`src/rtl/gcn_host_seq.sv`:
```
// Host-side sequencer: streams ROM words into the GCN accelerator, then drains its result stream into RAM.
// Optional golden-result checking is enabled by defining GCN_HOST_CHECK_EN.
module gcn_host_seq #(
    parameter int N_IN       = 2512,
    parameter int IN_AW      = 12,
    parameter int N_ROWS     = 100,
    parameter int REQ_CYCLES = 2
) (
    input  logic             clk,
    input  logic             rst,
    input  logic             start,
    output logic             busy,
    output logic             done,
    output logic [IN_AW-1:0] rom_addr,
    input  logic [16:0]      rom_data,
    output logic             acc_req,
    output logic             acc_cmd,
    output logic [15:0]      acc_p,
    input  logic             acc_rdy,
    input  logic             acc_result,
    input  logic [15:0]      acc_q,
    output logic             res_we,
    output logic [9:0]       res_addr,
    output logic [15:0]      res_data,
    output logic [2:0]       col1,
    output logic [2:0]       col2,
    output logic             hdr_err,
    output logic             load_ovf,
`ifdef GCN_HOST_CHECK_EN
    output logic [9:0]       gold_addr,
    input  logic [15:0]      gold_data,
    output logic [7:0]       err_cnt,
    output logic             pass,
`endif
    output logic             drain_ovf
);
    localparam int CW = $clog2(2 * N_ROWS + 1);

    localparam logic [2:0] S_IDLE  = 3'd0;
    localparam logic [2:0] S_LOAD  = 3'd1;
    localparam logic [2:0] S_HDR   = 3'd2;
    localparam logic [2:0] S_DRAIN = 3'd3;
    localparam logic [2:0] S_DONE  = 3'd4;

    localparam logic [IN_AW-1:0] LAST_IDX = IN_AW'(N_IN - 1);
    localparam logic [CW-1:0]    TOTAL    = CW'(2 * N_ROWS);

    logic [2:0]       state;
    logic [IN_AW-1:0] idx;
    logic [CW-1:0]    cnt;
    logic [CW-1:0]    row;
    logic [2:0]       col_sel;
    logic             in_load, in_drain, valid;

    assign in_load  = (state == S_LOAD);
    assign in_drain = (state == S_DRAIN);
    assign valid    = acc_rdy && !acc_result;

    assign busy     = in_load || (state == S_HDR) || in_drain;
    assign done     = (state == S_DONE);
    assign rom_addr = in_load ? idx : '0;
    assign acc_req  = in_load && (idx < IN_AW'(REQ_CYCLES));
    assign acc_cmd  = in_load ? rom_data[16] : 1'b0;
    assign acc_p    = in_load ? rom_data[15:0] : 16'h0;

    // First N_ROWS results fill column col1, the next N_ROWS fill col2.
    assign row      = (cnt < CW'(N_ROWS)) ? cnt : cnt - CW'(N_ROWS);
    assign col_sel  = (cnt < CW'(N_ROWS)) ? col1 : col2;
    assign res_we   = in_drain && valid && (cnt != TOTAL);
    assign res_addr = in_drain ? 10'({row, col_sel}) : 10'h0;
    assign res_data = in_drain ? acc_q : 16'h0;

    always_ff @(posedge clk or posedge rst) begin
        if (rst) begin
            state     <= S_IDLE;
            idx       <= '0;
            cnt       <= '0;
            col1      <= '0;
            col2      <= '0;
            hdr_err   <= 1'b0;
            load_ovf  <= 1'b0;
            drain_ovf <= 1'b0;
        end else begin
            case (state)
                S_IDLE: if (start) begin
                    state     <= S_LOAD;
                    idx       <= '0;
                    cnt       <= '0;
                    hdr_err   <= 1'b0;
                    load_ovf  <= 1'b0;
                    drain_ovf <= 1'b0;
                end
                // acc_rdy takes priority over an advance in the same cycle.
                S_LOAD: if (acc_rdy) begin
                    state <= S_HDR;
                end else if (!acc_result) begin
                    if (idx == LAST_IDX) load_ovf <= 1'b1;
                    else                 idx      <= idx + 1'b1;
                end
                S_HDR: if (!acc_rdy) begin
                    state <= S_DONE;
                end else if (!acc_result) begin
                    col1  <= acc_q[2:0];
                    col2  <= acc_q[10:8];
                    if ((acc_q[7:0] > 8'd7) || (acc_q[15:8] > 8'd7)) hdr_err <= 1'b1;
                    state <= S_DRAIN;
                end
                S_DRAIN: if (!acc_rdy) begin
                    state <= S_DONE;
                end else if (!acc_result) begin
                    if (cnt == TOTAL) drain_ovf <= 1'b1;
                    else              cnt       <= cnt + 1'b1;
                end
                S_DONE:  state <= S_IDLE;
                default: state <= S_IDLE;
            endcase
        end
    end

`ifdef GCN_HOST_CHECK_EN
    assign gold_addr = res_addr;
    assign pass      = done && (err_cnt == 8'h0) && !hdr_err && !load_ovf && !drain_ovf;

    always_ff @(posedge clk or posedge rst) begin
        if (rst)
            err_cnt <= 8'h0;
        else if ((state == S_IDLE) && start)
            err_cnt <= 8'h0;
        else if (res_we && (gold_data != res_data) && (err_cnt != 8'hFF))
            err_cnt <= err_cnt + 1'b1;
    end
`endif
endmodule

```
`config.mk`:
```
export PLATFORM = sky130hd
export DESIGN_NAME = gcn_host_seq
export DESIGN_NICKNAME = d
export VERILOG_FILES = /design/src/rtl/gcn_host_seq.sv
export SDC_FILE = /design/constraint.sdc
export NUM_CORES = 1
export LEC_CHECK = 0
export ABC_AREA = 1
export BUFFER_PORTS_ARGS = -buffer_cell sky130_fd_sc_hd__buf_2
export CORE_ASPECT_RATIO = 1.75
export CORE_MARGIN = 5
export CORE_UTILIZATION = 40
export DETAILED_ROUTE_END_ITERATION = 8
export GPL_ROUTABILITY_DRIVEN = 0
export PLACE_DENSITY = 0.7
export SYNTH_ARGS = -nofsm -noshare
export SYNTH_HDL_FRONTEND = slang
export SYNTH_SLANG_ARGS = --single-unit
```
`constraint.sdc`:
```
create_clock -name clk -period 3.6 [get_ports clk]
set_input_delay 0.36 -clock clk [delete_from_list [all_inputs] [get_ports clk]]
set_output_delay 0.36 -clock clk [all_outputs]
set_load 0.01 [all_outputs]
```
==> results of run 1 <==
[cell type report]
| cell class | count | area, um2 |
|---|---|---|
| clock buffer | 6 | 72.57 |
| inverter | 72 | 270.3 |
| timing repair buffer | 106 | 533.0 |
| multi-input combinational | 287 | 1368 |
| sequential | 32 | 800.8 |
| tap | 80 | 100.1 |
| clock inverter | 2 | 35.03 |
| fill | 673 | 3002 |
[layout by cell type, fill, tap and decap left out, types with 2 or more instances in the layout]
cell	instances
inv_2	4
nand3_1	22
buf_2	105
nor3_1	2
a21oi_1	5
clkbuf_8	5
o21ai_0	18
nand3b_1	2
nand2_1	97
o21ai_1	4
ha_1	6
xor2_1	9
o21bai_1	2
dfrtp_1	32
nor2_2	2
inv_1	68
nand2_2	4
nand4_1	8
nor2_1	91
o21ai_2	11
[sequential cells by signal, indices dropped and copies added (netlist names)]
signal	count
cnt	8
col1	3
col2	3
drain_ovf	1
hdr_err	1
idx	12
load_ovf	1
state	3
[power by group]
group | internal [uW] | switching (uW)
combinational | 278 | 616
sequential | 436 | 73.8
clock | 205 | 133
[path summary, 6_finish.rpt]
kind,depth (start not counted),start,end
max,9,cnt[2],res_addr[2]
min,2,rst,idx[0]
max reg2reg,10,state[2],idx[4]
min reg2reg,2,hdr_err,hdr_err
max in group asynchronous,3,rst,idx[8]
min in group clk,3,acc_q[10],col2[2]
[critical path, cell delays in order (launching register included)]
cell     delay [ps]
dfrtp_1         500
inv_1           120
ha_1            240
o21ai_1         180
nand2_1          90
nand2_1         280
inv_1           120
nor2_1          120
nor2_1           50
buf_2           130
[metal layers]
metal	share of wire (%)	track usage, %
met5	0	0
met4	2.9	7.289
met3	6.0	3.500
met2	56	36.58
met1	35	17.70
[per-stage QoR]
step	area [um2]	power (uW)	utilization, %
floorplan	2522	1181	-
global placement	3072	1408	49.70
detailed placement	3072	1428	49.70
CTS	3179	1768	51.44
global route	3179	1910	51.44
finish	3179	1743	51.44
[kinds of logic after synthesis]
logic type / count (synthesis) / share of synthesized area, %
adder cells (fa/ha/maj): 6 / 2.976
AO/OA/AOI/OAI: 40 / 9.772
flip-flops: 32 / 31.75
AND/OR/NAND/NOR: 232 / 38.34
buffers and inverters: 87 / 14.04
XOR/XNOR: 9 / 3.125
==> flow_metrics.env, run 1 <==
export IMPL_status="complete, no violations"
export IMPL_required_ps=3240
export IMPL_netlist_instances=406
export IMPL_synth_edf_count=0
export IMPL_grt_max_degree=38
export IMPL_synthesis_nets=450
export IMPL_grt_pass1_vias=2731
export IMPL_rows=38
export IMPL_clk_pin_slew_ps=70
export IMPL_maxSlewViolCount=0
export IMPL_dp_hpwl_um=5709
export IMPL_port_buffers=105
export IMPL_die_area_um2=8057
export IMPL_rsz0062_at_grt="no"
export IMPL_yosys_area_top_type="dfrtp_1"
export IMPL_worst_slew_pin_slew_ps=936.5
export IMPL_stdcell_count=585
export IMPL_yosysWarnings=0
export IMPL_path_class="flop to primary output"
export IMPL_synth_main_ff_cell="dfrtp_1"
export IMPL_grt_pass1_wl_um=12010
export IMPL_antenna_found_initial=0
export IMPL_rrSetupSlack_ps=1400
export IMPL_cts_repair_resized=0
export IMPL_wire_per_inst_um=12.01
export IMPL_crit_fanout=12
export IMPL_startpoint_type="flop"
export IMPL_setup_violations=0
export IMPL_relSlewSlack_pct=37.49
export IMPL_yosys_top_cells_count="nand2_1 (97), nor2_1 (91), inv_1 (68)"
export IMPL_grt_usage_pct=18.18
export IMPL_tns_ps=0
export IMPL_finalHoldViolations=0
export IMPL_min_period_ps=2485
export IMPL_syn_area_per_cell_um2=6.213
export IMPL_cts_sink_count=32
export IMPL_drtIter0Drc=105
export IMPL_viasPerCell=4.754
export IMPL_drc_errors=0
export IMPL_cts_max_level=2
export IMPL_drive_above_1_share_pct=27.33
export IMPL_ctsHoldBuffers=0
export IMPL_syn2layout_area_growth_pct=26.04
export IMPL_synthTopCellsByArea="dfrtp_1 (32%), nand2_1 (14%), nor2_1 (14%)"
export IMPL_grt_overflow=0
export IMPL_peakVddDrop_mv=0.3359
export IMPL_pre_cts_ws_ps=1381
export IMPL_arrival_ps=2130
export IMPL_start_util_pct=40.81
export IMPL_ys_seq_area_share_pct=31.75
export IMPL_timing_final_ws_setup_ps=1115
export IMPL_skew_ps=7.388
export IMPL_timing_fmax_mhz=402.4
export IMPL_post_cts_buffers=0
export IMPL_fin_crit_sh_pct=69.03
export IMPL_clkLatencyLatePin_ps=280
export IMPL_n_antenna_cell=0
export IMPL_first_pass_iters=4
export IMPL_clock_tree_root_cell="clkbuf_8"
export IMPL_ant_nets=0
export IMPL_yosys_cell_count_top_type="nand2_1"
export IMPL_core_area_um2=6181
export IMPL_cts_tree="yes"
export IMPL_cts_buffers_inserted=5
export IMPL_critPathCaptureType="primary output"
export IMPL_ys_types=26
export IMPL_whs_ps=279.7
export IMPL_synth_seq_cells=32
export IMPL_cts_buffer_depth=2
export IMPL_cap_viol_max_count=0
export IMPL_drt_total_wl_um=7027
export IMPL_num_vias=2781
export IMPL_io_pins=106
export IMPL_async_flop_share_pct=100.0
export IMPL_fp_dieH_um=115.1
export IMPL_nNetsFinal=548
export IMPL_die_width_um=70.03
export IMPL_netlist_area_leader_share_pct=31.75
export IMPL_powerDensity_nw_per_um2=548.1
export IMPL_hp_class="primary input to async pin"
export IMPL_leakage_uw=0.001870
export IMPL_netlist_area_um2=2522
export IMPL_dp_cells=577
No activity file was read; power rests on OpenSTA's default activity.
==> inputs of run 2 (changes only) <==
--- a/config.mk
+++ b/config.mk
@@ -12,7 +12,7 @@
 export CORE_UTILIZATION = 40
 export DETAILED_ROUTE_END_ITERATION = 8
 export GPL_ROUTABILITY_DRIVEN = 0
-export PLACE_DENSITY = 0.7
+export PLACE_DENSITY = 0.72
 export SYNTH_ARGS = -nofsm -noshare
 export SYNTH_HDL_FRONTEND = slang
 export SYNTH_SLANG_ARGS = --single-unit
==> constraint.sdc (replaced) <==
create_clock -name clk -period 2.1 [get_ports clk]
set_input_delay 0.21 -clock clk [delete_from_list [all_inputs] [get_ports clk]]
set_output_delay 0.21 -clock clk [all_outputs]
set_load 0.01 [all_outputs]
==> run 2 against run 1 <==
Compared with the run above:
- clock skew up 2.9 ps
- first-iteration DRC count down 43%
- non-clock buffer count up 8
- critical path depth unchanged
- critical path type unchanged
- largest power group unchanged
==> flow_metrics.env, run 2 (synthesis results as in run 1) <==
export IMPL_largest_registers="idx: 12 flops, cnt: 8 flops"
export IMPL_n_fill_cell=650
export IMPL_drive_above_1_share_pct=29.38
export IMPL_cts_sink_count=32
export IMPL_skew_ps=10.31
export IMPL_required_ps=1890
export IMPL_status="complete, no violations"
export IMPL_rows=38
export IMPL_grt_overflow=0
export IMPL_powerDensity_nw_per_um2=937.7
export IMPL_grt_pass1_vias=2722
export IMPL_relSlewSlack_pct=71.48
export IMPL_final_cell_mix="buf_2 (105), nand2_1 (95), nor2_1 (91)"
export IMPL_die_width_um=70.03
export IMPL_syn2layout_area_growth_pct=29.51
export IMPL_clkLatencyLatePin_ps=290
export IMPL_combPwrFrac_pct=52.0
export IMPL_port_buffers=105
export IMPL_hp_class="primary input to flop"
export IMPL_drt_total_wl_um=6816
export IMPL_startpoint_type="flop"
export IMPL_cts_buffer_depth=2
export IMPL_cts_max_level=2
export IMPL_grt_pass1_wl_um=11610
export IMPL_start_util_pct=40.81
export IMPL_nNetsFinal=557
export IMPL_n_antenna_cell=0
export IMPL_dp_hpwl_um=5417
export IMPL_worst_slew_pin_slew_ps=427.9
export IMPL_arrival_ps=1780
export IMPL_drc_errors=0
export IMPL_cap_viol_max_count=0
export IMPL_pwr_share_clk_pct=19.6
export IMPL_power_frac_seq_pct=28.4
export IMPL_ant_nets=0
export IMPL_setup_violations=0
export IMPL_drtIter0Drc=60
export IMPL_io_pins=106
export IMPL_antenna_found_initial=0
export IMPL_wire_per_inst_um=11.47
export IMPL_tns_ps=0
export IMPL_die_area_um2=8057
export IMPL_maxSlewViolCount=0
export IMPL_min_period_ps=1987
export IMPL_core_area_um2=6181
export IMPL_clk_pin_slew_ps=70
export IMPL_cts_buffers_inserted=5
export IMPL_timing_fmax_mhz=503.2
export IMPL_internal_power_uw=1622
export IMPL_num_vias=2784
export IMPL_peakVddDrop_mv=0.6070
export IMPL_power_switching_uw=1442
export IMPL_finalPower_uw=3063
export IMPL_grt_max_degree=36
export IMPL_viasPerCell=4.687
export IMPL_fp_dieH_um=115.1
export IMPL_grt_usage_pct=17.49
export IMPL_fin_crit_sh_pct=94.64
export IMPL_final_common_cell="buf_2"
export IMPL_largest_register="idx"
export IMPL_path_class="flop to primary output"
export IMPL_leakage_uw=0.001916
export IMPL_cts_tree="yes"
export IMPL_crit_fanout=6
export IMPL_clock_tree_root_cell="clkbuf_8"
export IMPL_critPathCaptureType="primary output"
export IMPL_largest_register_ffs=12
export IMPL_finalHoldViolations=0
export IMPL_first_pass_iters=4
export IMPL_swShare_pct=47.06
==> run 2: cell types whose count changed in the layout (fill, tap and decap cells not counted) <==
cell           change
buf_4              +7
clkbuf_1           -1
clkinvlp_4         +1
dfrtp_1            -1
dfrtp_2            +1
dlygate4sd3_1      +1
nand2_1            -2
nand2_2            +2
nand2_4            +1
o21ai_1            -1
o21ai_2            +1
==> run 2: metal layers <==
layer	track usage [%]	vias up	share of wire (%)
li1	-	1441	-
met5	0	-	0
met1	17.53	1248	37
met2	34.05	88	54
met4	6.394	0	1.6
met3	4.549	7	7.4
==> run 2: layout make-up <==
class | count | area (um2) | share of cell area [%]
Multi-Input combinational cell | 288 | 1388 | 42.47
Sequential cell | 32 | 802.0 | 24.55
Timing Repair Buffer | 114 | 595.6 | 18.23
Inverter | 72 | 270.3 | 8.273
Tap cell | 80 | 100.1 | 3.064
Clock buffer | 5 | 68.82 | 2.106
Clock inverter | 3 | 42.54 | 1.302
==> run 2: critical path, cell delays in order (launching register included) <==
cell     delay (ps)
dfrtp_1         350
inv_1            80
ha_1            250
o21ai_2         180
nand2_2         120
nand2_4         120
nand2_1          50
o21ai_0         160
nor2_1           50
buf_2           130
==> run 2: worst paths after layout <==
check                              endpoint  slack, ps  cells after the start     start
min in group asynchronous            idx[0]        540                      4       rst
max in group asynchronous            cnt[3]       1230                      4       rst
worst max-delay path            res_addr[8]        110                      9    cnt[2]
worst min-delay path                col2[0]        180                      3  acc_q[8]
worst min register to register      hdr_err        490                      2   hdr_err
worst max register to register       idx[1]        270                      8    idx[0]
==> run 2: timing repair <==
| item | 4_1_cts | 5_1_grt |
|---|---|---|
| endpoints found under the hold margin | 7 | 0 |
| gates cloned | 0 | 1 |
| gates resized for setup | 2 | 3 |
| buffers inserted | 0 | 2 |
| hold buffers | 1 | 0 |
| pin swaps | 0 | 1 |
| setup endpoints to repair | 7 | 7 |
==> run 2: through the flow <==
step / utilization (%) / cells / hold WS (ps) / setup WS [ps] / area (um2)
3_5_place_dp: 50.30 / 582 / 325.0 / 169.7 / 3109
2_1_floorplan: - / 406 / 326.2 / 250.6 / 2522
6_report: 52.85 / 594 / 183.3 / 112.6 / 3267
4_1_cts: 52.33 / 591 / 169.8 / 0.2600 / 3234
5_1_grt: 52.85 / 594 / 183.8 / -34.58 / 3267
3_3_place_gp: 50.30 / 582 / 320.0 / 265.5 / 3109
==> run 2: power by group through the flow <==
stage | logic, uW | clock network (uW) | registers, uW
floorplan | 1130 | 0 | 892
global placement | 1580 | 0 | 877
detailed placement | 1620 | 0 | 880
CTS | 1630 | 620 | 871
global route | 1810 | 649 | 892
finish | 1590 | 600 | 871
